### src/rtl/mem_arbiter_pkg.sv
// Shared types and constants for the memory-port arbiter.
//   XLEN          : data/address width of every bus in the arbiter
//   ARB_BURST_LEN : beats in one icache line refill
//   arb_state_t   : arbiter state encoding, also used as the picker's select
//   mem_req_t     : memory-side request payload driven by the output mux
package mem_arbiter_pkg;

    localparam int unsigned XLEN          = 32;
    localparam int unsigned STRB_W        = 4;
    localparam int unsigned ARB_BURST_LEN = 4;

    typedef enum logic [1:0] {
        ARB_IDLE    = 2'b00,
        ARB_GRANT_I = 2'b01,
        ARB_GRANT_D = 2'b10
    } arb_state_t;

    typedef struct packed {
        logic              we;
        logic [XLEN-1:0]   addr;
        logic [XLEN-1:0]   wdata;
        logic [STRB_W-1:0] wstrb;
    } mem_req_t;

endpackage

### src/rtl/mem_arbiter_if.sv
// Bus bundle between the icache refill engine, the load/store data port,
// the external memory port and the arbiter.
//   slave  : arbiter view (takes requests, drives readies and the memory side)
//   master : environment view (requesters and memory)
interface mem_arbiter_if;
    import mem_arbiter_pkg::*;

    logic              ic_req;
    logic [XLEN-1:0]   ic_addr;
    logic              ic_ready;
    logic [XLEN-1:0]   ic_rdata;

    logic              d_req;
    logic              d_we;
    logic [XLEN-1:0]   d_addr;
    logic [XLEN-1:0]   d_wdata;
    logic [STRB_W-1:0] d_wstrb;
    logic              d_ready;
    logic [XLEN-1:0]   d_rdata;

    logic              m_req;
    logic              m_we;
    logic [XLEN-1:0]   m_addr;
    logic [XLEN-1:0]   m_wdata;
    logic [STRB_W-1:0] m_wstrb;
    logic              m_ready;
    logic [XLEN-1:0]   m_rdata;

    modport slave (
        input  ic_req, ic_addr,
        input  d_req, d_we, d_addr, d_wdata, d_wstrb,
        input  m_ready, m_rdata,
        output ic_ready, ic_rdata,
        output d_ready, d_rdata,
        output m_req, m_we, m_addr, m_wdata, m_wstrb
    );

    modport master (
        output ic_req, ic_addr,
        output d_req, d_we, d_addr, d_wdata, d_wstrb,
        output m_ready, m_rdata,
        input  ic_ready, ic_rdata,
        input  d_ready, d_rdata,
        input  m_req, m_we, m_addr, m_wdata, m_wstrb
    );

endinterface

### src/rtl/mem_arbiter_arb_pick.sv
// Combinational priority picker used while the arbiter is idle.
//   i_ic_req : icache refill pending
//   i_d_req  : data access pending
//   i_last_d : previous completed transaction was a data access
//   o_sel    : state to enter next (ARB_IDLE when nothing is pending)
// Optional feature macro: MEM_ARB_RR_EN (alternate icache/data on collision).
module arb_pick
    import mem_arbiter_pkg::*;
(
    input  logic       i_ic_req,
    input  logic       i_d_req,
    input  logic       i_last_d,
    output arb_state_t o_sel
);

`ifdef MEM_ARB_RR_EN
    // On a collision the side that did not go last wins, bounding fetch starvation.
    always_comb begin
        o_sel = ARB_IDLE;
        if (i_ic_req && i_d_req) begin
            o_sel = i_last_d ? ARB_GRANT_I : ARB_GRANT_D;
        end else if (i_d_req) begin
            o_sel = ARB_GRANT_D;
        end else if (i_ic_req) begin
            o_sel = ARB_GRANT_I;
        end
    end
`else
    // Fixed policy: data always beats the icache; history is irrelevant.
    logic w_unused_last_d;
    assign w_unused_last_d = i_last_d;

    always_comb begin
        o_sel = ARB_IDLE;
        if (i_d_req) begin
            o_sel = ARB_GRANT_D;
        end else if (i_ic_req) begin
            o_sel = ARB_GRANT_I;
        end
    end
`endif

endmodule

### src/rtl/mem_arbiter.sv
// Arbitrates one single-word memory port between a locked icache refill
// burst and single-beat data reads/writes.
//   clk    : rising-edge clock
//   reset  : asynchronous, active-low
//   bus    : mem_arbiter_if.slave (icache, data and memory handshakes)
//   gnt_i  : icache owns the memory port (registered)
//   gnt_d  : data port owns the memory port (registered)
// Optional feature macro: MEM_ARB_RR_EN (round-robin on collisions via last_d).
module mem_arbiter
    import mem_arbiter_pkg::*;
#(
    parameter int unsigned BURST_LEN = ARB_BURST_LEN,
    parameter int unsigned AW        = XLEN
) (
    input  logic          clk,
    input  logic          reset,
    mem_arbiter_if.slave  bus,
    output logic          gnt_i,
    output logic          gnt_d
);

    localparam int unsigned CNT_W = (BURST_LEN > 1) ? $clog2(BURST_LEN) : 1;

    arb_state_t       r_state;
    logic [CNT_W-1:0] r_beat_cnt;
    logic             r_gnt_i;
    logic             r_gnt_d;

    arb_state_t       w_pick;
    logic             w_last_d;
    logic             w_last_beat;
    logic             w_i_done;
    logic             w_d_done;
    mem_req_t         w_mem;
    logic             w_m_req;

    assign w_last_beat = (r_beat_cnt == CNT_W'(BURST_LEN - 1));
    assign w_i_done    = (r_state == ARB_GRANT_I) && bus.ic_req && bus.m_ready && w_last_beat;
    assign w_d_done    = (r_state == ARB_GRANT_D) && bus.d_req && bus.m_ready;

`ifdef MEM_ARB_RR_EN
    logic r_last_d;

    // Remembers which side completed last so a collision goes the other way.
    always_ff @(posedge clk or negedge reset) begin
        if (!reset) begin
            r_last_d <= 1'b0;
        end else if (w_d_done) begin
            r_last_d <= 1'b1;
        end else if (w_i_done) begin
            r_last_d <= 1'b0;
        end
    end

    assign w_last_d = r_last_d;
`else
    assign w_last_d = 1'b0;
`endif

    arb_pick u_pick (
        .i_ic_req (bus.ic_req),
        .i_d_req  (bus.d_req),
        .i_last_d (w_last_d),
        .o_sel    (w_pick)
    );

    // Grant FSM and beat counter; a dropped request ends ownership at once.
    always_ff @(posedge clk or negedge reset) begin
        if (!reset) begin
            r_state    <= ARB_IDLE;
            r_beat_cnt <= '0;
            r_gnt_i    <= 1'b0;
            r_gnt_d    <= 1'b0;
        end else begin
            case (r_state)
                ARB_IDLE: begin
                    r_beat_cnt <= '0;
                    r_state    <= w_pick;
                    r_gnt_i    <= (w_pick == ARB_GRANT_I);
                    r_gnt_d    <= (w_pick == ARB_GRANT_D);
                end
                ARB_GRANT_I: begin
                    if (!bus.ic_req || w_i_done) begin
                        r_state    <= ARB_IDLE;
                        r_beat_cnt <= '0;
                        r_gnt_i    <= 1'b0;
                    end else if (bus.m_ready) begin
                        r_beat_cnt <= r_beat_cnt + CNT_W'(1);
                    end
                end
                ARB_GRANT_D: begin
                    if (!bus.d_req || bus.m_ready) begin
                        r_state <= ARB_IDLE;
                        r_gnt_d <= 1'b0;
                    end
                end
                default: begin
                    r_state    <= ARB_IDLE;
                    r_beat_cnt <= '0;
                    r_gnt_i    <= 1'b0;
                    r_gnt_d    <= 1'b0;
                end
            endcase
        end
    end

    assign gnt_i = r_gnt_i;
    assign gnt_d = r_gnt_d;

    // Memory-side mux follows the owner's request combinationally.
    always_comb begin
        w_mem        = '0;
        w_m_req      = 1'b0;
        bus.ic_ready = 1'b0;
        bus.d_ready  = 1'b0;
        case (r_state)
            ARB_GRANT_I: begin
                w_m_req      = bus.ic_req;
                w_mem.addr   = XLEN'(bus.ic_addr[AW-1:0]);
                bus.ic_ready = bus.m_ready;
            end
            ARB_GRANT_D: begin
                w_m_req      = bus.d_req;
                w_mem.we     = bus.d_we;
                w_mem.addr   = XLEN'(bus.d_addr[AW-1:0]);
                w_mem.wdata  = bus.d_wdata;
                w_mem.wstrb  = bus.d_wstrb;
                bus.d_ready  = bus.m_ready;
            end
            default: ;
        endcase
    end

    assign bus.m_req    = w_m_req;
    assign bus.m_we     = w_mem.we;
    assign bus.m_addr   = w_mem.addr;
    assign bus.m_wdata  = w_mem.wdata;
    assign bus.m_wstrb  = w_mem.wstrb;
    assign bus.ic_rdata = bus.m_rdata;
    assign bus.d_rdata  = bus.m_rdata;

endmodule
### src/flat_wrapper.sv
// flat-port wrapper written by rule: the top's interface ports become plain ports
module mem_arbiter_flat import mem_arbiter_pkg::*;
#(
    parameter int unsigned BURST_LEN = ARB_BURST_LEN,
    parameter int unsigned AW        = XLEN
)
  (clk, reset, gnt_i, gnt_d, bus_ic_req, bus_ic_addr, bus_d_req, bus_d_we, bus_d_addr, bus_d_wdata, bus_d_wstrb, bus_m_ready, bus_m_rdata, bus_ic_ready, bus_ic_rdata, bus_d_ready, bus_d_rdata, bus_m_req, bus_m_we, bus_m_addr, bus_m_wdata, bus_m_wstrb);
  mem_arbiter_if bus_i ();
  input  logic clk;
  input  logic reset;
  output logic gnt_i;
  output logic gnt_d;
  input wire logic [$bits(bus_i.ic_req)-1:0] bus_ic_req;
  input wire logic [$bits(bus_i.ic_addr)-1:0] bus_ic_addr;
  input wire logic [$bits(bus_i.d_req)-1:0] bus_d_req;
  input wire logic [$bits(bus_i.d_we)-1:0] bus_d_we;
  input wire logic [$bits(bus_i.d_addr)-1:0] bus_d_addr;
  input wire logic [$bits(bus_i.d_wdata)-1:0] bus_d_wdata;
  input wire logic [$bits(bus_i.d_wstrb)-1:0] bus_d_wstrb;
  input wire logic [$bits(bus_i.m_ready)-1:0] bus_m_ready;
  input wire logic [$bits(bus_i.m_rdata)-1:0] bus_m_rdata;
  output wire logic [$bits(bus_i.ic_ready)-1:0] bus_ic_ready;
  output wire logic [$bits(bus_i.ic_rdata)-1:0] bus_ic_rdata;
  output wire logic [$bits(bus_i.d_ready)-1:0] bus_d_ready;
  output wire logic [$bits(bus_i.d_rdata)-1:0] bus_d_rdata;
  output wire logic [$bits(bus_i.m_req)-1:0] bus_m_req;
  output wire logic [$bits(bus_i.m_we)-1:0] bus_m_we;
  output wire logic [$bits(bus_i.m_addr)-1:0] bus_m_addr;
  output wire logic [$bits(bus_i.m_wdata)-1:0] bus_m_wdata;
  output wire logic [$bits(bus_i.m_wstrb)-1:0] bus_m_wstrb;
  assign bus_i.ic_req = bus_ic_req;
  assign bus_i.ic_addr = bus_ic_addr;
  assign bus_i.d_req = bus_d_req;
  assign bus_i.d_we = bus_d_we;
  assign bus_i.d_addr = bus_d_addr;
  assign bus_i.d_wdata = bus_d_wdata;
  assign bus_i.d_wstrb = bus_d_wstrb;
  assign bus_i.m_ready = bus_m_ready;
  assign bus_i.m_rdata = bus_m_rdata;
  assign bus_ic_ready = bus_i.ic_ready;
  assign bus_ic_rdata = bus_i.ic_rdata;
  assign bus_d_ready = bus_i.d_ready;
  assign bus_d_rdata = bus_i.d_rdata;
  assign bus_m_req = bus_i.m_req;
  assign bus_m_we = bus_i.m_we;
  assign bus_m_addr = bus_i.m_addr;
  assign bus_m_wdata = bus_i.m_wdata;
  assign bus_m_wstrb = bus_i.m_wstrb;
  mem_arbiter #(.BURST_LEN(BURST_LEN), .AW(AW)) u_core (.clk(clk), .reset(reset), .bus(bus_i), .gnt_i(gnt_i), .gnt_d(gnt_d));
endmodule
### config.mk
export PLATFORM = sky130hd
export DESIGN_NAME = mem_arbiter_flat
export DESIGN_NICKNAME = d
export VERILOG_FILES = /design/src/rtl/mem_arbiter_pkg.sv /design/src/rtl/mem_arbiter_if.sv /design/src/rtl/mem_arbiter_arb_pick.sv /design/src/rtl/mem_arbiter.sv /design/src/flat_wrapper.sv
export SDC_FILE = /design/constraint.sdc
export NUM_CORES = 1
export LEC_CHECK = 0
export CAP_MARGIN = 0
export CORE_AREA = 2 2 106 108
export CTS_CLUSTER_SIZE = 14
export DETAILED_ROUTE_END_ITERATION = 8
export DIE_AREA = 0 0 108 110
export HOLD_SLACK_MARGIN = 0.15
export MAX_ROUTING_LAYER = met4
export PLACE_DENSITY_LB_ADDON = 0.1
export REMOVE_ABC_BUFFERS = 1
export SYNTH_ARGS = -nofsm -noshare
export SYNTH_HDL_FRONTEND = slang
export SYNTH_SLANG_ARGS = --single-unit
### constraint.sdc
create_clock -name clk -period 1.8 [get_ports clk]
set_clock_uncertainty 0.15 [all_clocks]
set_input_delay 0.36 -clock clk [delete_from_list [all_inputs] [get_ports clk]]
set_output_delay 0.36 -clock clk [all_outputs]
set_load 0.01 [all_outputs]
# After elaboration in Yosys (flattened, before gate mapping)
# Cells that the tools add are included.
dict set report classes {
  n_addsub 1
  n_reduce_logical 12
  eq_ne 8
  n_mux 18
  bitwise_logic 2
}
# op count
set ops {}
lappend ops {{$pmux 32 s2} 1}
lappend ops {{$mux 36} 1}
lappend ops {{$mux 2} 5}
lappend ops {{$reduce_and 2->1} 4}
lappend ops {{$eq 2x2->1 const B} 3}
lappend ops {{$mux 1} 6}
lappend ops {{$pmux 1 s3} 2}
lappend ops {{$pmux 2 s3} 1}
lappend ops {{$eq 2x1->1 const B} 2}
lappend ops {{$ne 2x2->1 const B} 2}
lappend ops {{$pmux 2 s2} 1}
lappend ops {{$logic_and 1x1->1} 3}
lappend ops {{$ne 3x3->1 const B} 1}
lappend ops {{$add 2x1->2 const B} 1}
lappend ops {{$logic_not 1->1} 2}
lappend ops {{$logic_not 2->1} 1}
lappend ops {{$logic_or 1x1->1} 2}
lappend ops {{$not 1->1} 2}
lappend ops {{$pmux 1 s2} 1}
dict set report word_totals {
  output_inout_bits 138
  ff_bits 6
  input_bits 138
}

# Logic depth before layout (Yosys ltp)
# Gate-level depths: netlist (run 1).
dict set report logic_depth {
  depth_word 7
  mapped_depth 6
}

# Cells and area by module
# A second synthesis (run 1) with hierarchy kept.
dict set report hier_totals {
  hier_cells 220
  hier_area_um2 1670.4
}
# mod area_per_inst_um2 seq_area_each_um2 n_inst cells_each
set modules_own_cells {}
lappend modules_own_cells {mem_arbiter 1649.1 150.1 1 218}
lappend modules_own_cells {arb_pick 21.3 0.0 1 2}

# Worst setup path after synthesis (run 1)
# Ideal clock, no wire load.
dict set report synth_timing {
  path_type {register -> output}
  from {reg u_core.r_state[0]}
  to {out bus_m_addr[20]}
  t_required_ps 1290
  stages_incl_launch_ff 7
  n_path_buf 2
  setup_slack_ps 15
  arrival_ps 1275
  cell_sequence {dfrtp_1 > inv_1 > ha_1 > buf_2 > buf_2 > a22oi_1 > nor2b_1}
}
dict set report synth_between {
  elab_chain_cells 2
  elab_cells_between_ends 3
  classes_between {eq/ne (2); mux (1)}
}
# element line
set synth_lines {}
lappend synth_lines {{from (decl)} mem_arbiter.sv:24} ;# arb_state_t r_state;
lappend synth_lines {{from (signal assigned)} mem_arbiter.sv:78} ;# r_state <= w_pick;
lappend synth_lines {{$eq 2x2->1 or $eq 2x1->1 (tied branches)} -}
lappend synth_lines {{$pmux 32 s2 *} mem_arbiter.sv:116} ;# case (r_state)
lappend synth_lines {{to (decl)} flat_wrapper.sv:28} ;# output wire logic [$bits(bus_i.m_addr)-1:0] bus_m_addr;
# Mark *: on every way between the ends. The rest lies on a longest branch, timed or not.

# Final worst setup path (run 1)
dict set report layout_timing {
  from {reg u_core.r_state[1]}
  to {out bus_m_addr[27]}
}
# The elaborated chain is that of the path after synthesis.

==> flow_metrics.py, run 1 <==
metrics = {
    "place": {
        "hpwl_microns": 8624,
        "dpl-instance-area_sq_mm": 0.003232,
        "numPortBuffers": 179,
        "pre_cts_slack_ns": -0.4374,
        "placedCellCount": 479,
        "gp_congestion": 0.7774,
    },
    "power_and_ir_drop": {
        "power_density_mw_per_mm2": 850.3,
        "p_leak_nw": 1.664,
        "power_mw": 3.356,
        "ir_drop_uv": 331.5,
    },
    "worst_setup_path": {
        "crit_start": "u_core.r_state[1]",
        "crit_chain": "buf_6 -> ha_4 -> buf_12 -> buf_16 -> a22oi_2 -> nor2b_1 -> buf_2",
        "path_buf_inv": 4,
        "crit_fanout": 8,
        "crit_end": "bus_m_addr[27]",
        "slowest_delay_ns": 0.40,
        "crit_required_ns": 1.29,
        "crit_type": "register to primary output",
        "timing.rr.end": "u_core.gnt_i",
        "end_kind": "primary output",
        "worstRegToRegCells": 7,
        "reg2reg_slack_ns": -0.10,
        "cp.depth": 7,
        "arrival_ns": 1.63,
        "r2r-start": "u_core.r_state[1]",
        "start_kind": "register",
        "critPathTopFamily": "buffers and inverters",
        "crit_slowest_cell": "dfrtp_1",
    },
    "layout": {
        "nFillCells": 1126,
        "finalInstanceArea_sq_mm": 0.003946,
        "final_cell_mix": "107 x clkdlybuf4s50_1, 45 x buf_6, 42 x buf_2",
        "diodes": 0,
        "nNetsFinal": 521,
        "fin_util_pct": 36.89,
        "drive_above_1_share_pct": 53.05,
        "stdcell_count": 517,
        "final_common_cell": "clkdlybuf4s50_1",
        "area_growth_pct": 144.9,
    },
    "clocking": {
        "htree_levels": 1,
        "clock_latency_ns": 0.22,
        "clk_path_buf_depth": 2,
        "clkTransAtPathRegs_ns": 0.04,
        "numClockSinks": 6,
        "cts_made_buffers": 3,
        "cts_tree": "done",
        "cts_hold_buf": 0,
        "cts_root_buf": "clkbuf_8",
    },
    "drt": {
        "wl_per_cell_microns": 21.61,
        "drc": 0,
        "vias_per_cell": 4.188,
        "first_pass_iters": 4,
        "first_iter_violations": 112,
        "dr_total_vias": 2165,
        "ant_nets": 0,
        "wirelength_microns": 11170,
    },
    "sta": {
        "hold_viol": 0,
        "drv_slew": 0,
        "worst_pin_slew_ns": 0.2808,
        "max_clock_freq_mhz": 468.1,
        "fin_ws_ns": -0.3362,
        "whs_ns": 0.2337,
        "rsz0062_at_grt": "yes",
        "setup_viol_count_final": 77,
        "finalCritPeriodShare_pct": 118.7,
        "relSlewSlack_pct": 81.22,
        "finalCriticalPeriod_ns": 2.136,
        "finalSetupTns_ns": -16.60,
    },
    "global_routing": {
        "grt.met1_usage_pct": 17.85,
        "grt-ovfl-total": 0,
        "grt_busiest_layer": "met2",
        "use_met3_pct": 12.05,
        "grt_max_degree": 15,
        "first_global_vias": 2263,
        "antenna_found_initial": 0,
        "grtUsageTotal_pct": 18.13,
        "use_met2_pct": 30.64,
        "grt_pass1_wl_microns": 14860,
    },
    "synthesis": {
        "synth_largest_area_cell": "buf_4",
        "syn_inst": 221,
        "yosysWarningCount": 0,
        "synth.top_cell.area_share_pct": 29.81,
        "ys_types": 27,
        "synthTopCellsByArea": "buf_4 30%, and2_1 15%, a22oi_1 15%",
        "ys_ff_latch": 6,
        "syn_area_per_cell_sq_um": 7.292,
        "syn_area_sq_mm": 0.001612,
        "ys_seq_area_share_pct": 9.317,
    },
    "floorplanning": {
        "die_w_microns": 108,
        "start_util_pct": 15.06,
        "dieArea_sq_mm": 0.01188,
        "core-area_sq_mm": 0.01070,
        "placementRows": 38,
        "num_io_pins": 276,
        "fp.dieH_microns": 110,
    },
    "outcome": {
        "status": "finished with violations",
        "violations": "setup timing",
    },
    "flow_run": {
        "maxCapViolations": 0,
    },
    "worst_hold_path": {
        "min_path_type": "input pin to asynchronous set/reset pin",
    },
}
-- sequential cells by signal, summed over array words and instances, names as in the netlist --
| register | flops |
|---|---|
| u_core.r_beat_cnt | 2 |
| u_core.r_state | 2 |
| u_core.gnt_i | 1 |
| u_core.gnt_d | 1 |
-- cells by family (layout without fill, tap and decap cells) --
kind of cell	Yosys count	in the layout	synth area share, %
DFF	6	6	9.317
AOI/OAI and AO/OA	42	42	19.57
muxes	1	1	0.6987
adders and majority gates	4	4	3.106
and+or+nand+nor	87	87	32.92
buffers and inverters	81	237	34.39
-- cell usage after synthesis (all sizes together) --
cell,n
buf,71
and2,39
nor2b,34
a22oi,32
clkbuf,8
dfrtp,6
nand2,6
ha,4
nand3,4
inv,2
a21boi,1
a21oi,1
a22o,1
a311o,1
a31oi,1
a32oi,1
and3b,1
mux2,1
nand4bb,1
nor2,1
nor3b,1
o211ai,1
o21ai,1
o21bai,1
o2bb2ai,1
-- repair_timing --
item                                    in CTS  in global routing
gates cloned                                 8                  0
buffers inserted                            25                  7
pin swaps                                    7                  7
endpoints found under the setup margin      73                 78
resized for setup                          392                 33
-- area by class of cell --
cell class | count | area, sq um | share of cell area, %
Timing Repair Buffer | 232 | 2344 | 59.39
Multi-Input combinational cell | 134 | 1229 | 31.14
Tap cell | 140 | 175.2 | 4.439
Sequential cell | 6 | 150.1 | 3.805
Clock buffer | 3 | 41.29 | 1.046
Inverter | 2 | 7.507 | 0.1902
-- power by group --
| group | internal, mW | switching [mW] |
|---|---|---|
| Combinational | 1.87 | 1.10 |
| Sequential | 0.161 | 0.0223 |
| Clock | 0.144 | 0.0572 |
-- worst reg2reg max path, cell delays in order (launching register included) --
cell	delay, ns
dfrtp_1	0.40
buf_6	0.13
ha_4	0.22
buf_12	0.16
buf_16	0.14
buf_6	0.12
a31oi_4	0.15
mux2_4	0.31
-- metal layers --
metal  vias to the layer above  share of wire (%)  routed length [microns]
met1                       989                 34                     3771
li1                        992                  -                        -
met3                         7                 17                     1863
met2                       177                 48                     5413
met5                         -                  0                        0
met4                         0                1.1                      123
-- how the worst min path moves through the flow --
| stage | endpoint | slack [ns] | cells past startpoint |
|---|---|---|---|
| after global routing | u_core.gnt_d | 0.25 | 1 |
| after detailed placement | u_core.gnt_i | 0.34 | 1 |
| after floorplan | u_core.gnt_d | -0.09 | 0 |
| final | u_core.gnt_i | 0.23 | 1 |
| after global placement | u_core.gnt_i | 0.33 | 1 |
| after CTS | u_core.gnt_i | 0.24 | 1 |
No activity file was read; power rests on OpenSTA's default activity.
==> run 2: changes to the inputs <==
--- a/config.mk
+++ b/config.mk
@@ -6,13 +6,14 @@
 export NUM_CORES = 1
 export LEC_CHECK = 0
 export CAP_MARGIN = 0
-export CORE_AREA = 2 2 106 108
+export CORE_AREA = 4 4 105 107
 export CTS_CLUSTER_SIZE = 14
 export DETAILED_ROUTE_END_ITERATION = 8
-export DIE_AREA = 0 0 108 110
+export DIE_AREA = 0 0 109 111
 export HOLD_SLACK_MARGIN = 0.15
 export MAX_ROUTING_LAYER = met4
 export PLACE_DENSITY_LB_ADDON = 0.1
+export RECOVER_POWER = 100
 export REMOVE_ABC_BUFFERS = 1
 export SYNTH_ARGS = -nofsm -noshare
 export SYNTH_HDL_FRONTEND = slang
==> run 2 against run 1 <==
Effect of this change:
- the run still ends with setup timing left
- fmax increased by 2.3%
- first-iteration DRC count decreased by 55%
- power is 7.3% lower
- non-clock buffer count is 16 lower
- via count fell by 2.0%
- clock power about the same
- critical endpoint is now bus_m_addr[30]
- cell area fell by 5.1%
- core utilization is essentially flat
- register-to-register slack about the same
==> flow_metrics.py, run 2 (synthesis gave the netlist of run 1 again) <==
metrics = {
    "outcome": {
        "status": "finished with violations",
        "violations": "setup timing",
    },
    "layout": {
        "drive_above_1_share_pct": 50.14,
        "seqCellArea_sq_um": 150.1,
        "area_growth_pct": 132.3,
        "nFillCells": 1040,
        "nNetsFinal": 505,
        "final_cell_mix": "104 x clkdlybuf4s50_1, 47 x buf_2, 32 x a22oi_2",
        "stdcell_count": 498,
        "reg_top3": "u_core.r_beat_cnt x2, u_core.r_state x2",
        "final_common_cell": "clkdlybuf4s50_1",
        "multi_input_area_sq_mm": 0.001222,
    },
    "worst_setup_path": {
        "critPathTopFamily": "buffers and inverters",
        "slowest_delay_ns": 0.39,
        "reg2reg_slack_ns": -0.11,
        "crit_slowest_cell": "dfrtp_1",
        "end_kind": "primary output",
        "arrival_ns": 1.58,
        "path_buf_inv": 4,
        "start_kind": "register",
        "crit_required_ns": 1.29,
        "crit_chain": "buf_6 -> ha_4 -> buf_4 -> buf_12 -> a22oi_2 -> nor2b_1 -> buf_2",
        "crit_fanout": 13,
        "crit_type": "register to primary output",
    },
    "floorplanning": {
        "core-area_sq_mm": 0.01014,
        "dieArea_sq_mm": 0.01210,
        "num_io_pins": 276,
        "start_util_pct": 15.90,
        "die_w_microns": 109,
        "placementRows": 37,
        "fp.dieH_microns": 111,
    },
    "global_routing": {
        "grt_pass1_wl_microns": 15620,
        "grtUsageTotal_pct": 18.48,
        "grt_max_degree": 17,
        "grt-ovfl-total": 0,
        "first_global_vias": 2155,
        "antenna_found_initial": 1,
    },
    "drt": {
        "vias_per_cell": 4.261,
        "wl_per_cell_microns": 23.66,
        "dr_wl_met3_microns": 2428,
        "wirelength_microns": 11780,
        "wl_met1_microns": 4289,
        "dr.max_layer_used": "met4",
        "ant_nets": 0,
        "first_pass_iters": 4,
        "dr_total_vias": 2122,
        "drc": 0,
        "dr_wl_met2_microns": 5023,
        "first_iter_violations": 50,
    },
    "sta": {
        "finalCriticalPeriod_ns": 2.088,
        "drv_slew": 0,
        "relSlewSlack_pct": 79.56,
        "setup_viol_count_final": 73,
        "rsz0062_at_grt": "yes",
        "finalCritPeriodShare_pct": 116.0,
        "worst_pin_slew_ns": 0.3056,
        "fin_ws_ns": -0.2879,
        "finalSetupTns_ns": -14.53,
        "whs_ns": 0.3084,
        "hold_viol": 0,
        "max_clock_freq_mhz": 479.0,
    },
    "clocking": {
        "clkTransAtPathRegs_ns": 0.04,
        "cts_hold_buf": 0,
        "clk_path_buf_depth": 2,
        "clock_latency_ns": 0.23,
        "cts_tree": "done",
        "numClockSinks": 6,
        "cts_made_buffers": 3,
        "cts_root_buf": "clkbuf_8",
        "htree_levels": 1,
    },
    "worst_hold_path": {
        "min_path_type": "input pin to asynchronous set/reset pin",
    },
    "place": {
        "hpwl_microns": 9032,
        "placedCellCount": 476,
        "numPortBuffers": 179,
        "gp_congestion": 0.7111,
    },
    "power_and_ir_drop": {
        "p_leak_nw": 1.566,
        "power_density_mw_per_mm2": 830.7,
        "ir_drop_uv": 492.7,
    },
    "flow_run": {
        "maxCapViolations": 0,
    },
}
[run 2: cell count changes in the layout (fill, tap and decap cells not counted), sizes merged]
cell	previous run	this run
buf	125	107
diode	0	1
clkbuf	3	5
dlygate4sd3	0	3
clkdlybuf4s50	107	104
[run 2: worst paths after layout]
| path | cells past startpoint | startpoint | endpoint |
|---|---|---|---|
| hold / removal | 1 | reset | u_core.gnt_i |
| max in group asynchronous | 1 | reset | u_core.r_beat_cnt[1] |
| min in group clk | 1 | u_core.gnt_i | u_core.gnt_i |
| setup reg to reg | 8 | u_core.r_state[1] | u_core.r_state[1] |
| hold reg to reg | 1 | u_core.gnt_i | u_core.gnt_i |
| setup / recovery | 7 | u_core.r_state[1] | bus_m_addr[30] |
[run 2: power by group]
group	switching, mW	internal, mW
registers	0.0183	0.161
clock network	0.0603	0.144
logic	1.08	1.65
total	1.15	1.95
[run 2: what timing repair did]
action | 4_1_cts | 5_1_grt
setup endpoints to repair | 72 | 77
hold endpoints to repair | 0 | 0
resized for setup | 368 | 37
buffers inserted | 5 | 5
gates cloned | 7 | 2
pin swaps | 4 | 10
[run 2: area by class of cell]
type	instances	share of cell area, %
diodes	1	0.06684
well taps	136	4.545
flip-flops and latches	6	4.011
inverters	2	0.2005
clock buffers	3	1.103
multi-input cells	134	32.65
repair buffers	216	57.42
[run 2: per-layer routing]
layer	track usage, %	vias up
met5	-	-
met4	1.768	0
met3	15.96	4
met2	26.04	189
met1	20.49	962
li1	-	967
[run 2: metrics by stage]
stage               worst slack, ns  cell area [sq um]  power (mW)  util [%]
floorplan                   -0.7366               1065      0.9338         -
global placement            -0.4381               3234       2.166     31.90
detailed placement          -0.4566               3234       2.157     31.90
CTS                         -0.3493               3538       2.927     34.90
global route                -0.3499               3744       3.313     36.92
finish                      -0.2879               3744       3.110     36.92
